<file path="config.mk">
export PLATFORM = sky130hd
export DESIGN_NAME = hid_lock_leds
export DESIGN_NICKNAME = d
export VERILOG_FILES = /design/src/rtl/hid_lock_leds.sv
export SDC_FILE = /design/constraint.sdc
export NUM_CORES = 1
export LEC_CHECK = 0
export ABC_AREA = 1
export CORE_AREA = 5 5 66 83
export DETAILED_ROUTE_END_ITERATION = 10
export DIE_AREA = 0 0 71 88
export PLACE_DENSITY_LB_ADDON = 0.12
export SLEW_MARGIN = 30
export SYNTH_ARGS = -nofsm -noshare
export SYNTH_HDL_FRONTEND = slang
export SYNTH_SLANG_ARGS = --single-unit
export TNS_END_PERCENT = 5
</file>
<file path="constraint.sdc">
create_clock -name usbclk -period 2.31 [get_ports usbclk]
set_clock_uncertainty 0.2 [all_clocks]
set_input_delay 0.462 -clock usbclk [delete_from_list [all_inputs] [get_ports usbclk]]
set_output_delay 0.462 -clock usbclk [all_outputs]
set_load 0.1 [all_outputs]
</file>
<file path="src/rtl/hid_lock_leds.sv">
// Keyboard lock-LED controller: toggles Num/Caps/Scroll on new key presses,
// accepts a software override, and issues rate-limited LED update strobes.
module hid_lock_leds #(
    parameter int unsigned HOLDOFF_CYCLES = 12000
) (
    input  logic       usbclk,
    input  logic       usbrst,
    input  logic [1:0] typ,
    input  logic       report,
    input  logic [7:0] key1,
    input  logic [7:0] key2,
    input  logic [7:0] key3,
    input  logic [7:0] key4,
    input  logic       conerr,
    input  logic       force_we,
    input  logic [3:0] force_leds,
    output logic [3:0] leds,
    output logic       update_leds_stb
);

    localparam int unsigned CNT_W = 16;
    localparam logic [CNT_W-1:0] HOLD_LOAD = CNT_W'(HOLDOFF_CYCLES);
    localparam logic [7:0] KEY_NUM      = 8'h53;
    localparam logic [7:0] KEY_CAPS     = 8'h39;
    localparam logic [7:0] KEY_SCROLL   = 8'h47;
    localparam logic [7:0] KEY_ROLLOVER = 8'h01;
    localparam logic [1:0] TYP_KBD      = 2'd1;

    typedef enum logic [1:0] {
        ST_IDLE = 2'd0,
        ST_STB  = 2'd1,
        ST_HOLD = 2'd2
    } state_t;

    state_t           state;
    logic [CNT_W-1:0] cnt;
    logic [2:0]       prev_present;
    logic             pending;
    logic [1:0]       typ_q;

    logic [2:0] present;
    logic [2:0] rise;
    logic       kbd_take;
    logic       other_rep;
    logic       force_take;
    logic       attach;
    logic       set_ev;

    // Decode the report into lock-key presence and the events that request a strobe
    always_comb begin
        present[0] = (key1 == KEY_NUM)    || (key2 == KEY_NUM)    ||
                     (key3 == KEY_NUM)    || (key4 == KEY_NUM);
        present[1] = (key1 == KEY_CAPS)   || (key2 == KEY_CAPS)   ||
                     (key3 == KEY_CAPS)   || (key4 == KEY_CAPS);
        present[2] = (key1 == KEY_SCROLL) || (key2 == KEY_SCROLL) ||
                     (key3 == KEY_SCROLL) || (key4 == KEY_SCROLL);
        rise       = present & ~prev_present;
        kbd_take   = report && (typ == TYP_KBD) && !conerr && (key1 != KEY_ROLLOVER);
        other_rep  = report && (typ != TYP_KBD) && !conerr;
        force_take = force_we && !conerr;
        attach     = (typ == TYP_KBD) && (typ_q != TYP_KBD) && !conerr;
        set_ev     = (kbd_take && (rise != 3'b000)) || force_take || attach;
    end

    always_ff @(posedge usbclk) begin
        if (usbrst) begin
            leds            <= 4'b0000;
            update_leds_stb <= 1'b0;
            prev_present    <= 3'b000;
            pending         <= 1'b0;
            typ_q           <= 2'd0;
            state           <= ST_IDLE;
            cnt             <= '0;
        end else if (conerr) begin
            // Connection lost: drop everything except the LED value itself
            update_leds_stb <= 1'b0;
            prev_present    <= 3'b000;
            pending         <= 1'b0;
            typ_q           <= 2'd0;
            state           <= ST_IDLE;
            cnt             <= '0;
        end else begin
            typ_q           <= typ;
            update_leds_stb <= 1'b0;

            if (force_take) begin
                leds <= force_leds;
            end else if (kbd_take) begin
                leds[2:0] <= leds[2:0] ^ rise;
            end

            if (kbd_take) begin
                prev_present <= present;
            end else if (other_rep) begin
                prev_present <= 3'b000;
            end

            case (state)
                ST_IDLE: begin
                    if (pending) begin
                        state           <= ST_STB;
                        update_leds_stb <= 1'b1;
                    end
                end
                ST_STB: begin
                    cnt   <= HOLD_LOAD;
                    state <= (HOLDOFF_CYCLES > 1) ? ST_HOLD : ST_IDLE;
                end
                ST_HOLD: begin
                    // Leave HOLD as the count steps down to 1 so the idle gap equals the holdoff
                    cnt <= cnt - CNT_W'(1);
                    if (cnt <= CNT_W'(2)) begin
                        state <= ST_IDLE;
                    end
                end
                default: state <= ST_IDLE;
            endcase

            if (set_ev) begin
                pending <= 1'b1;
            end else if (state == ST_STB) begin
                pending <= 1'b0;
            end
        end
    end

endmodule
</file>
==> results of run 1 <==
[logic make-up (layout without fill, tap and decap cells)]
kind of cell / after synthesis / after routing / synth area share
compound gates: 34 / 34 / 0.09239
fa+ha+maj: 6 / 6 / 0.03771
buf+inv: 64 / 121 / 0.1213
flops: 29 / 29 / 0.2916
simple gates: 201 / 201 / 0.4394
xor+xnor: 4 / 4 / 0.01760
[path summary, 6_finish.rpt]
kind / start / end / slack, ns
worst max-delay path: state[1] / cnt[15] / 0.30
worst max register to register: state[1] / cnt[15] / 0.30
worst min register to register: leds[3] / leds[3] / 0.26
worst min-delay path: leds[3] / leds[3] / 0.26
[layer usage]
metal,vias up,share of wire
met5,-,0
met4,0,0.026
met3,10,0.047
met2,39,0.52
met1,926,0.40
li1,1140,-
[final cells by class]
cell class	instances	area (µm²)
Multi-Input combinational cell	245	1169
Clock buffer	7	96.34
Tap cell	60	75.07
Sequential cell	29	580.6
Inverter	62	232.7
Clock inverter	1	5.005
Timing Repair Buffer	51	488.0
Fill cell	485	1978
[registers in the layout, summed over array words and instances (netlist names)]
name,count
typ_q,2
update_leds_stb,1
prev_present,3
cnt,16
leds,4
state,2
pending,1
[Yosys cell counts, types with 2 or more instances]
cell and instances:
o21ai_0 11, nor2_1 74, dfxtp_1 29, xor2_1 2
nor2_4 2, nand3_1 20, a21oi_1 17, a21boi_0 3
nand2_1 88, xnor2_1 2, nor2_2 2, nand3_2 3
or2_2 3, nand3b_1 2, inv_1 62, ha_1 6
[worst max-delay path, delay by kind of cell (launching register included)]
kind	cells	cell delay (ns)
fa+ha+maj	1	0.41
buf+inv	2	0.23
flops	1	0.36
simple gates	5	0.70
[power groups by stage]
stage               logic [W]  registers [W]  clock network [W]
CTS                  0.000266       0.000523           0.000478
global route         0.000296       0.000525           0.000506
global placement     0.000263       0.000534                  0
detailed placement   0.000264       0.000534                  0
finish               0.000263       0.000523           0.000466
floorplan            0.000124       0.000555                  0
[per-stage QoR]
stage	area (µm²)	hold WS [ns]	std cells
4_1_cts	2646	0.2549	455
3_3_place_gp	2545	0.2391	447
2_1_floorplan	1991	0.2151	338
3_5_place_dp	2545	0.2421	447
6_report	2646	0.2635	455
5_1_grt	2646	0.2875	455
==> impl_metrics.yaml, run 1 <==
timing:
  tns_ns: 0
  period_needed_ns: 2.010
  final_hold_viol_count: 0
  period_share: 0.8703
  tightest_slew_ns: 0.2846
  relSlewSlack: 0.8118
  maxSlewViolCount: 0
  rsz0062_at_grt: "no"
  worst_slack_ns: 0.2996
  finalSetupViolCount: 0
  fmax_ghz: 0.4974
final_layout:
  area_delta_synth_final_pct: 32.94
  final_common_cell: "nand2_1"
  drive_above_1_share: 0.07848
  mostFrequentLayoutCells: "nand2_1, nor2_1, inv_1"
  fin_nets: 443
  fin_util: 0.5722
  insertedDiodeCount: 0
setup_path:
  cp-end-kind: "register"
  critPathLaunchType: "register"
  cp.arrival_ns: 1.98
  cpMostUsedCell: "inv_1"
  path_class: "reg -> reg"
  max_stage_delay_ns: 0.41
  rr_worst_depth: 8
  slowest_stage: "ha_1"
  cp_cell_sequence: "inv_1 > ha_1 > inv_1 > nor3_1 > nand3b_1 > nor2_1 > nand2_1 > nor3b_2"
  cp_max_fo: 7
  worstPathRequired_ns: 2.28
outcome:
  status: "finished, final reports clean"
die:
  die_h_um: 88
  num_rows: 28
  start_util: 0.4305
  die_x_um: 71
  dieArea_um2: 6248
  io_pins: 48
  coreArea_um2: 4624
synthesis:
  netlist_area_um2: 1991
  synth_top_area_share: 0.2916
  synth_cell_types: 28
  syn_nets: 387
  postSynthAreaPerCell_um2: 5.890
  ys_seq_area_frac: 0.2916
  synthesis.instances: 338
  synth_flop_cell: "dfxtp_1"
  synth_edf_count: 0
  ys_async_sr_fraction: 0
  synth_top_cell_by_area: "dfxtp_1"
  synthTopCellsByArea: "dfxtp_1, nand2_1, nor2_1, inv_1, nand3_1"
  ys_ff_latch: 29
  yosysWarnings: 0
clocking:
  holdBufCountCts: 0
  postCtsSetupRepairBufs: 0
  cts_root_buf: "clkbuf_8"
  clk_pin_slew_worst_paths_ns: 0.06
  clock_latency_ns: 0.28
  clkSinkCount: 29
  cts-buffers-inserted: 5
  cts_tree: "yes"
  post_cts_resized: 0
  htree_levels: 2
  cts_max_path_buffers: 2
power:
  power.density_nw_per_um2: 473.3
  pwr-share-seq: 0.418
  p_sw_frac: 0.2758
  switchingPower_w: 0.0003455
  finalPower_w: 0.001253
  leakage_nw: 1.268
  p_clk_frac: 0.372
  vdd_drop_max_v: 0.0003609
  p_comb_frac: 0.210
  p_int_w: 0.0009070
routing:
  avgRoutedWirePerCell_um: 10.85
  initialDrtViolationCount: 58
  routed_via_density: 4.648
  route.detailed.drc: 0
  wl_um: 4937
  firstDrtPassIters: 4
  final_antenna_net_count: 0
  vias: 2115
global_route:
  grt_pass1_wl_um: 8549
  grt.total_usage: 0.1707
  top_usage_layer: "met2"
  use_met2: 0.3249
  grt_max_degree: 11
  grt_pass1_vias: 2088
  gr-usage-met3: 0.04822
  overflow: 0
  grt_util_met1: 0.1701
  antenna_found_initial: 0
placed_design:
  dp_slack_ns: 0.2188
  detailed_place_hpwl_um: 3982
  portBuffers: 47
  place.gp.congestion: 0.8227
min_path:
  hold_class: "reg -> reg"
  whs_path_depth: 2
run:
  drv_cap: 0
Note: power is estimated with default switching activity, not from simulation.
==> inputs of run 2 (changes only) <==
--- a/config.mk
+++ b/config.mk
@@ -6,9 +6,9 @@
 export NUM_CORES = 1
 export LEC_CHECK = 0
 export ABC_AREA = 1
-export CORE_AREA = 5 5 66 83
+export CORE_AREA = 5 5 70 87
 export DETAILED_ROUTE_END_ITERATION = 10
-export DIE_AREA = 0 0 71 88
+export DIE_AREA = 0 0 75 92
 export PLACE_DENSITY_LB_ADDON = 0.12
 export SLEW_MARGIN = 30
 export SYNTH_ARGS = -nofsm -noshare
==> run 2 against run 1 <==
Via count down 1.4%. Non-clock buffer count is the same. Register-to-register slack got worse by 0.06 ns. Sequential cell count is the same. Sequential power barely moved. Utilization decreased by 5.8 points. Worst hold slack got worse by 0.015 ns.
==> impl_metrics.yaml, run 2 (synthesis results as in run 1) <==
timing:
  tightest_slew_ns: 0.2944
  maxSlewViolCount: 0
  tns_ns: 0
  fmax_ghz: 0.4828
  rsz0062_at_grt: "no"
  period_share: 0.8967
  period_needed_ns: 2.071
  relSlewSlack: 0.8035
  holdWs_ns: 0.2486
  final_hold_viol_count: 0
  finalSetupViolCount: 0
die:
  start_util: 0.3891
  die_h_um: 92
  io_pins: 48
  dieArea_um2: 6900
  num_rows: 29
  die_x_um: 75
  coreArea_um2: 5116
setup_path:
  regToRegSetupSlack_ns: 0.24
  rr_worst_depth: 8
  cp-end-kind: "register"
  worstPathRequired_ns: 2.27
  path_class: "reg -> reg"
  cp_max_fo: 7
  critPathLaunchType: "register"
  cp.arrival_ns: 2.03
  reg2reg_from: "state[0]"
  r2r_end: "cnt[15]"
power:
  pwr-share-seq: 0.440
  vdd_drop_max_v: 0.0003752
  power.density_nw_per_um2: 451.5
  leakage_nw: 1.259
  p_clk_frac: 0.338
  p_sw_frac: 0.2873
  p_comb_frac: 0.222
  switchingPower_w: 0.0003411
  p_int_w: 0.0008463
routing:
  route.detailed.drc: 0
  avgRoutedWirePerCell_um: 10.55
  wl_um: 4820
  vias: 2085
  routed_via_density: 4.562
  initialDrtViolationCount: 71
  firstDrtPassIters: 4
  final_antenna_net_count: 0
final_layout:
  mostFrequentLayoutCells: "nand2_1, nor2_1, inv_1"
  drive_above_1_share: 0.07595
  final_common_cell: "nand2_1"
  largest_reg_flops: 16
  insertedDiodeCount: 0
  fin_nets: 443
  fin_util: 0.5141
  area_delta_synth_final_pct: 32.12
  top_register: "cnt"
  largestRegisters: "cnt x16, leds x4, prev_present x3"
global_route:
  grt_pass1_wl_um: 8031
  grt_pass1_vias: 2012
  grt.total_usage: 0.1476
  grt_max_degree: 11
  overflow: 0
  antenna_found_initial: 0
clocking:
  cts-buffers-inserted: 5
  postCtsSetupRepairBufs: 0
  clk_pin_slew_worst_paths_ns: 0.06
  cts_tree: "yes"
  htree_levels: 2
  cts_max_path_buffers: 2
  holdBufCountCts: 0
  cts_root_buf: "clkbuf_8"
  post_cts_resized: 0
  clkSinkCount: 29
  clock_latency_ns: 0.28
placed_design:
  place.gp.congestion: 0.8692
  portBuffers: 47
  detailed_place_hpwl_um: 3908
min_path:
  min_to: "update_leds_stb"
  whs_path_depth: 2
  hold_class: "reg -> reg"
  hp-start: "pending"
outcome:
  status: "finished, final reports clean"
run:
  drv_cap: 0
==> run 2: worst max path at each step <==
stage,startpoint,end,slack (ns)
floorplan,state[0],cnt[15],0.52
global placement,key1[0],leds[0],0.22
detailed placement,key1[0],leds[0],0.22
CTS,state[0],cnt[15],0.24
global route,state[0],cnt[7],0.04
finish,state[0],cnt[15],0.24
==> run 2: critical path, stage by stage, from the launching register on <==
cell,delay [ns]
dfxtp_1,0.37
inv_1,0.09
ha_1,0.41
inv_1,0.15
nor3_1,0.21
nand3b_1,0.16
nor2_1,0.16
nand2_1,0.06
nor3b_2,0.15
==> run 2: metal layers <==
| layer | vias to the layer above | global-route usage | routed length (µm) |
|---|---|---|---|
| met5 | - | 0 | 0 |
| met4 | 0 | 0.05341 | 74 |
| met3 | 7 | 0.03720 | 337 |
| met2 | 39 | 0.2820 | 2501 |
| met1 | 899 | 0.1463 | 1907 |
| li1 | 1140 | - | - |
==> run 2: area by class of cell <==
class                           instances  area, µm²
Clock buffer                            6      72.57
Inverter                               62      232.7
Tap cell                               62      77.57
Timing Repair Buffer                   51      488.0
Clock inverter                          2      10.01
Multi-Input combinational cell        245       1169
Fill cell                             551       2486
Sequential cell                        29      580.6
==> run 2: power groups by stage <==
stage | Sequential, W | Combinational (W) | Clock (W)
2_1_floorplan | 0.000555 | 0.000124 | 0
3_3_place_gp | 0.000534 | 0.000263 | 0
3_5_place_dp | 0.000534 | 0.000263 | 0
4_1_cts | 0.000523 | 0.000265 | 0.000417
5_1_grt | 0.000525 | 0.000295 | 0.000437
6_report | 0.000523 | 0.000264 | 0.000401
==> run 2: through the flow <==
step / cell area [µm²] / setup WS, ns / instances / power (W)
2_1_floorplan: 1991 / 0.5154 / 338 / 0.0006792
3_3_place_gp: 2547 / 0.2198 / 449 / 0.0007964
3_5_place_dp: 2547 / 0.2227 / 449 / 0.0007970
4_1_cts: 2630 / 0.2386 / 457 / 0.001206
5_1_grt: 2630 / 0.03728 / 457 / 0.001256
6_report: 2630 / 0.2386 / 457 / 0.001187
==> inputs of run 3 (changes only) <==
--- a/config.mk
+++ b/config.mk
@@ -6,6 +6,7 @@
 export NUM_CORES = 1
 export LEC_CHECK = 0
 export ABC_AREA = 1
+export CAP_MARGIN = 20
 export CORE_AREA = 5 5 70 87
 export DETAILED_ROUTE_END_ITERATION = 10
 export DIE_AREA = 0 0 75 92
==> results of run 3 <==
Same layout as run 2: the final DEF is identical, and so are final timing and power.
